**config.mk**
```make
export PLATFORM = sky130hd
export DESIGN_NAME = ahfp_addsub_scheduler_flat
export DESIGN_NICKNAME = d
export VERILOG_FILES = /design/src/rtl/ahfp_addsub_scheduler_if.sv /design/src/rtl/ahfp_addsub_scheduler.sv /design/src/flat_wrapper.sv
export SDC_FILE = /design/constraint.sdc
export NUM_CORES = 1
export LEC_CHECK = 0
export ABC_AREA = 1
export CORE_MARGIN = 5
export CORE_UTILIZATION = 42
export CTS_CLUSTER_DIAMETER = 120
export DETAILED_ROUTE_END_ITERATION = 10
export GPL_ROUTABILITY_DRIVEN = 0
export PLACE_DENSITY = 0.82
export SYNTH_ARGS = -nofsm -noshare
export SYNTH_HDL_FRONTEND = slang
export SYNTH_SLANG_ARGS = --single-unit
```
**constraint.sdc**
```tcl
create_clock -name clk -period 3.27 [get_ports clk]
set_input_delay 0.327 -clock clk [delete_from_list [all_inputs] [get_ports clk]]
set_output_delay 0.327 -clock clk [all_outputs]
set_load 0.03 [all_outputs]
```
**src/rtl/ahfp_addsub_scheduler_if.sv**
```systemverilog
// ahfp_addsub_scheduler_if: requester, response and add/sub-unit signals of the scheduler
interface ahfp_addsub_scheduler_if #(
    parameter int CNT_W = 3
);
    logic             req0, req1;
    logic [31:0]      a0, b0, a1, b1;
    logic             sub0, sub1;
    logic             gnt0, gnt1;
    logic             rsp_valid0, rsp_valid1;
    logic [31:0]      rsp_data;
    logic [31:0]      fp_dataa, fp_datab;
    logic             fp_valid;
    logic [31:0]      fp_result;
    logic [CNT_W-1:0] inflight;
    modport master (
        output req0, req1, a0, b0, a1, b1, sub0, sub1, fp_result,
        input  gnt0, gnt1, rsp_valid0, rsp_valid1, rsp_data, fp_dataa, fp_datab, fp_valid, inflight
    );
    modport slave (
        input  req0, req1, a0, b0, a1, b1, sub0, sub1, fp_result,
        output gnt0, gnt1, rsp_valid0, rsp_valid1, rsp_data, fp_dataa, fp_datab, fp_valid, inflight
    );
endinterface

```
**src/rtl/ahfp_addsub_scheduler.sv**
```systemverilog
// ahfp_addsub_scheduler: round-robin sharing of one pipelined fp add/sub unit between two requesters
module ahfp_addsub_scheduler #(
    parameter int LATENCY = 1,
    parameter int CNT_W   = 3
) (
    input logic clk,
    input logic reset,
    ahfp_addsub_scheduler_if.slave bus
);
    logic             ptr_q, ptr_d;
    logic             gnt0, gnt1, any_gnt, rsp_any;
    logic [LATENCY:0] vld_q, vld_d, tag_q, tag_d;
    logic [CNT_W-1:0] inflight_q, inflight_d;
    logic [31:0]      dataa_q, datab_q, rsp_data_q;
    logic             fp_valid_q, rsp_valid0_q, rsp_valid1_q;
    always_comb begin
        gnt0       = ~reset & bus.req0 & (~bus.req1 | ~ptr_q);
        gnt1       = ~reset & bus.req1 & (~bus.req0 | ptr_q);
        any_gnt    = gnt0 | gnt1;
        rsp_any    = rsp_valid0_q | rsp_valid1_q;
        ptr_d      = gnt0 ? 1'b1 : gnt1 ? 1'b0 : ptr_q;
        // stage k of the tag pipeline lines up with fp_result at stage LATENCY
        vld_d      = (LATENCY+1)'({vld_q, any_gnt});
        tag_d      = (LATENCY+1)'({tag_q, gnt1});
        inflight_d = inflight_q + CNT_W'(any_gnt) - CNT_W'(rsp_any);
    end
    always_ff @(posedge clk) begin
        if (reset) begin
            ptr_q        <= 1'b0;
            vld_q        <= '0;
            tag_q        <= '0;
            inflight_q   <= '0;
            fp_valid_q   <= 1'b0;
            dataa_q      <= '0;
            datab_q      <= '0;
            rsp_valid0_q <= 1'b0;
            rsp_valid1_q <= 1'b0;
            rsp_data_q   <= '0;
        end else begin
            ptr_q        <= ptr_d;
            vld_q        <= vld_d;
            tag_q        <= tag_d;
            inflight_q   <= inflight_d;
            fp_valid_q   <= any_gnt;
            if (any_gnt) begin
                dataa_q <= gnt1 ? bus.a1 : bus.a0;
                datab_q <= gnt1 ? {bus.b1[31] ^ bus.sub1, bus.b1[30:0]}
                                : {bus.b0[31] ^ bus.sub0, bus.b0[30:0]};
            end
            rsp_valid0_q <= vld_q[LATENCY] & ~tag_q[LATENCY];
            rsp_valid1_q <= vld_q[LATENCY] & tag_q[LATENCY];
            if (vld_q[LATENCY]) rsp_data_q <= bus.fp_result;
        end
    end
    assign bus.gnt0       = gnt0;
    assign bus.gnt1       = gnt1;
    assign bus.fp_valid   = fp_valid_q;
    assign bus.fp_dataa   = dataa_q;
    assign bus.fp_datab   = datab_q;
    assign bus.rsp_valid0 = rsp_valid0_q;
    assign bus.rsp_valid1 = rsp_valid1_q;
    assign bus.rsp_data   = rsp_data_q;
    assign bus.inflight   = inflight_q;
endmodule

```
**src/flat_wrapper.sv**
```systemverilog
// flat-port wrapper written by rule: the top's interface ports become plain ports
module ahfp_addsub_scheduler_flat 
#(
    parameter int LATENCY = 1,
    parameter int CNT_W   = 3
)
  (clk, reset, bus_req0, bus_req1, bus_a0, bus_b0, bus_a1, bus_b1, bus_sub0, bus_sub1, bus_fp_result, bus_gnt0, bus_gnt1, bus_rsp_valid0, bus_rsp_valid1, bus_rsp_data, bus_fp_dataa, bus_fp_datab, bus_fp_valid, bus_inflight);
  ahfp_addsub_scheduler_if #(.CNT_W(CNT_W)) bus_i ();
  input logic clk;
  input logic reset;
  input wire logic [$bits(bus_i.req0)-1:0] bus_req0;
  input wire logic [$bits(bus_i.req1)-1:0] bus_req1;
  input wire logic [$bits(bus_i.a0)-1:0] bus_a0;
  input wire logic [$bits(bus_i.b0)-1:0] bus_b0;
  input wire logic [$bits(bus_i.a1)-1:0] bus_a1;
  input wire logic [$bits(bus_i.b1)-1:0] bus_b1;
  input wire logic [$bits(bus_i.sub0)-1:0] bus_sub0;
  input wire logic [$bits(bus_i.sub1)-1:0] bus_sub1;
  input wire logic [$bits(bus_i.fp_result)-1:0] bus_fp_result;
  output wire logic [$bits(bus_i.gnt0)-1:0] bus_gnt0;
  output wire logic [$bits(bus_i.gnt1)-1:0] bus_gnt1;
  output wire logic [$bits(bus_i.rsp_valid0)-1:0] bus_rsp_valid0;
  output wire logic [$bits(bus_i.rsp_valid1)-1:0] bus_rsp_valid1;
  output wire logic [$bits(bus_i.rsp_data)-1:0] bus_rsp_data;
  output wire logic [$bits(bus_i.fp_dataa)-1:0] bus_fp_dataa;
  output wire logic [$bits(bus_i.fp_datab)-1:0] bus_fp_datab;
  output wire logic [$bits(bus_i.fp_valid)-1:0] bus_fp_valid;
  output wire logic [$bits(bus_i.inflight)-1:0] bus_inflight;
  assign bus_i.req0 = bus_req0;
  assign bus_i.req1 = bus_req1;
  assign bus_i.a0 = bus_a0;
  assign bus_i.b0 = bus_b0;
  assign bus_i.a1 = bus_a1;
  assign bus_i.b1 = bus_b1;
  assign bus_i.sub0 = bus_sub0;
  assign bus_i.sub1 = bus_sub1;
  assign bus_i.fp_result = bus_fp_result;
  assign bus_gnt0 = bus_i.gnt0;
  assign bus_gnt1 = bus_i.gnt1;
  assign bus_rsp_valid0 = bus_i.rsp_valid0;
  assign bus_rsp_valid1 = bus_i.rsp_valid1;
  assign bus_rsp_data = bus_i.rsp_data;
  assign bus_fp_dataa = bus_i.fp_dataa;
  assign bus_fp_datab = bus_i.fp_datab;
  assign bus_fp_valid = bus_i.fp_valid;
  assign bus_inflight = bus_i.inflight;
  ahfp_addsub_scheduler #(.LATENCY(LATENCY), .CNT_W(CNT_W)) u_core (.clk(clk), .reset(reset), .bus(bus_i));
endmodule
```
==> reports/results.txt <==
Largest net degree at the start of global routing -> 129
FMAX -> 428 MHz
Register area -> 2120 um^2
Synth Instances -> 750
Synth top area cells -> dfxtp_1, nor2_1, o21ai_0, nand3_1, inv_1
Synth area leader -> dfxtp_1
CP Cell Sequence -> clkdlybuf4s50_1 -> inv_4 -> nand2_2 -> nor2_1 -> clkdlybuf4s50_1
Worst hold start -> u_core.tag_q[0]
Initial antenna violation count -> 0
CTS buffer count -> 9
CP Class -> in2out
CP max stage cell -> clkdlybuf4s50_1
Vias in the first global route -> 4821
Wire length of the first global-routing pass -> 24700 um
Post-synth EDFFs -> 0
Ys flop type -> dfxtp_1
Simple-Gate Fraction of Synth Area -> 33.8%
Post-synth top area share -> 43.1%
Pre-CTS setup slack -> 0.923 ns
Syn avg cell area -> 6.56 um^2
DRT iter0 DRCs -> 316
Routed len/inst -> 14.0 um
Async S/R FF share, synth -> 0%
Static leakage -> 3.52 nW
RSZ-0062 raised after global routing -> no
Port bufs -> 269
Buf+Inv Stages, Crit Path -> 3
RR Endpoint -> u_core.bus.inflight[2]
Filler instances -> 1013
VDD IR-drop max -> 0.000395 V
Worst Tran Pin Value -> 1.02 ns
CP delay by family, top -> buffers and inverters
Period minus WS final -> 2.33 ns
Status -> complete, no violations
Root Driver -> clkbuf_16
Share of cells above drive strength 1 -> 3.42%
Num ports -> 270
Final Slew Violations -> 0
Final number of hold-violating endpoints -> 0
Most common cell in the netlist -> nor2_1
Hold Path Stages -> 2
Crit path DAT -> 2.01 ns
Setup bufs post-CTS -> 0
Critical path capture point type -> primary output
Area delta synth->final -> 60.7%
Worst R2R Start -> u_core.bus.rsp_valid1
Clock Path Buffers -> 2
Post-Syn Nets -> 919
Die X -> 118 um
Clock sinks -> 106
Critical path launch point type -> primary input
TNS Setup -> 0 ns
Synth cell types -> 23
Flop-to-flop setup slack -> 1.33 ns
Tcrit/Tclk final -> 71.4%
GRT overflow -> 0
Max-cap viol count -> 0
Post-Route WL -> 15900 um
Die height -> 118 um
Hold buffer count at cts -> 0
Main combinational cell family by area after synthesis -> simple AND/OR/NAND/NOR gates
Setup violators final -> 0
# nets final -> 1158
Number of synthesis warnings -> 0
Post-CTS sizing -> 0
CTS tree -> done
Post-synthesis sequential area ratio -> 43.1%
CP Data Required Time -> 2.94 ns
H-tree depth -> 3
Reg2Reg Depth -> 10
Adder-Cell Fraction of Synth Area -> 0.915%
Worst Hold Class -> reg2reg
Clock Skews -> 0.00944 ns
Synth top cells by count -> nor2_1, dfxtp_1, inv_1, nand2_1, o21ai_0
Core Rows -> 39
CP most frequent cell -> clkdlybuf4s50_1
PnR worst setup slack -> 0.935 ns
Tot GR Track Use -> 21.4%
Rel. slew slack -> 31.8%
Worst-path maximum fanout -> 19
Ant diodes -> 0
Hold Crit Endpoint -> u_core.tag_q[1]
Yosys reg bits -> 106
Area of the multi-input gates -> 2210 um^2
Core area -> 11500 um^2
DR vias/cell -> 4.69
Synthesized area -> 4920 um^2
Drt first pass iters -> 5
Clock transition at path regs -> 0.07 ns
PwrDens -> 458 nW/um^2
Worst skew pair latency -> 0.34 ns
Die area -> 14000 um^2
Starting Density -> 42.9%
Critical path's largest stage delay -> 0.71 ns
Number of routed nets with antenna violations -> 0
Via count -> 5334
Remaining DRCs -> 0
Xor and xnor area share after synthesis -> 0.178%
HPWL after DPL -> 11600 um
Synth Area in Compound Gates -> 9.81%
Multiplexer area fraction after synthesis -> 0%
==> layout make-up <==
class	instances	share of cell area (%)
well taps	143	2.26
clock buffers	10	3.02
inverters	79	3.78
flip-flops and latches	106	26.8
multi-input cells	515	28.0
repair buffers	278	35.2
clock inverters	6	0.965
==> flip-flops by register name, summed over array words and instances (netlist names) <==
signal / flops
u_core.bus.rsp_valid0: 1
u_core.bus.rsp_valid1: 1
u_core.ptr_q: 1
u_core.bus.rsp_data: 32
u_core.bus.fp_dataa: 32
u_core.vld_q: 2
u_core.bus.inflight: 3
u_core.bus.fp_datab: 32
u_core.tag_q: 2
==> kinds of logic after synthesis <==
kind of cell / count (synthesis)
fa+ha+maj: 3
simple gates: 415
compound gates: 96
flops: 106
xor+xnor: 1
buf+inv: 129
==> routing by layer <==
layer / vias to the layer above / global-route usage (%) / wire, um
met2: 201 / 36.3 / 7570
met4: 0 / 9.03 / 500
met1: 2322 / 25.0 / 6430
li1: 2775 / - / -
met5: - / 0 / 0
met3: 36 / 6.73 / 1420
==> power by group <==
group          switching, mW  internal, mW
clock                  0.510         0.632
sequential            0.0543          1.40
combinational          0.552         0.474
total                   1.12          2.51
==> stage by stage <==
step / power [mW] / instance area [um^2] / utilization [%] / instances / hold WS (ns)
floorplan: 2.03 / 4920 / - / 750 / 0.388
CTS: 3.66 / 7910 / 69.0 / 1137 / 0.408
global route: 3.80 / 7910 / 69.0 / 1137 / 0.421
global placement: 2.50 / 7600 / 66.2 / 1121 / 0.390
detailed placement: 2.52 / 7600 / 66.2 / 1121 / 0.397
finish: 3.63 / 7910 / 69.0 / 1137 / 0.405
==> worst max-delay path by stage <==
stage / depth (start not counted) / start / endpoint / slack [ns]
final: 5 / reset / bus_gnt0 / 0.94
after global routing: 5 / reset / bus_gnt0 / 0.81
after CTS: 5 / reset / bus_gnt0 / 0.90
after detailed placement: 5 / reset / bus_gnt0 / 0.92
after global placement: 5 / reset / bus_gnt0 / 0.91
after floorplan: 10 / u_core.bus.rsp_valid1 / u_core.bus.inflight[2] / 1.30
==> worst register-to-register path, cell delays in order, from the launching register on <==
cell,delay [ns]
dfxtp_1,0.31
or2_2,0.30
ha_1,0.28
inv_1,0.06
ha_1,0.12
inv_1,0.05
fa_1,0.37
xor2_1,0.18
nand2_1,0.07
nand2_1,0.06
nor2_1,0.04
==> cell usage in the layout (no fill, tap or decap) <==
cell type / instances
nand2_2: 2
or2_2: 1
o21ai_1: 20
inv_1: 78
o21ai_0: 75
clkbuf_16: 9
buf_4: 8
fa_1: 1
nand2_4: 2
dfxtp_1: 106
nor2_1: 267
nand2_1: 76
xor2_1: 1
ha_1: 2
buf_12: 2
nor2_4: 2
inv_4: 1
nand3_1: 64
a211oi_1: 1
nor3_1: 1
clkbuf_8: 1
clkdlybuf4s50_1: 268
inv_6: 4
inv_8: 1
bufinv_16: 1
Power figures use the tool's default switching activity.
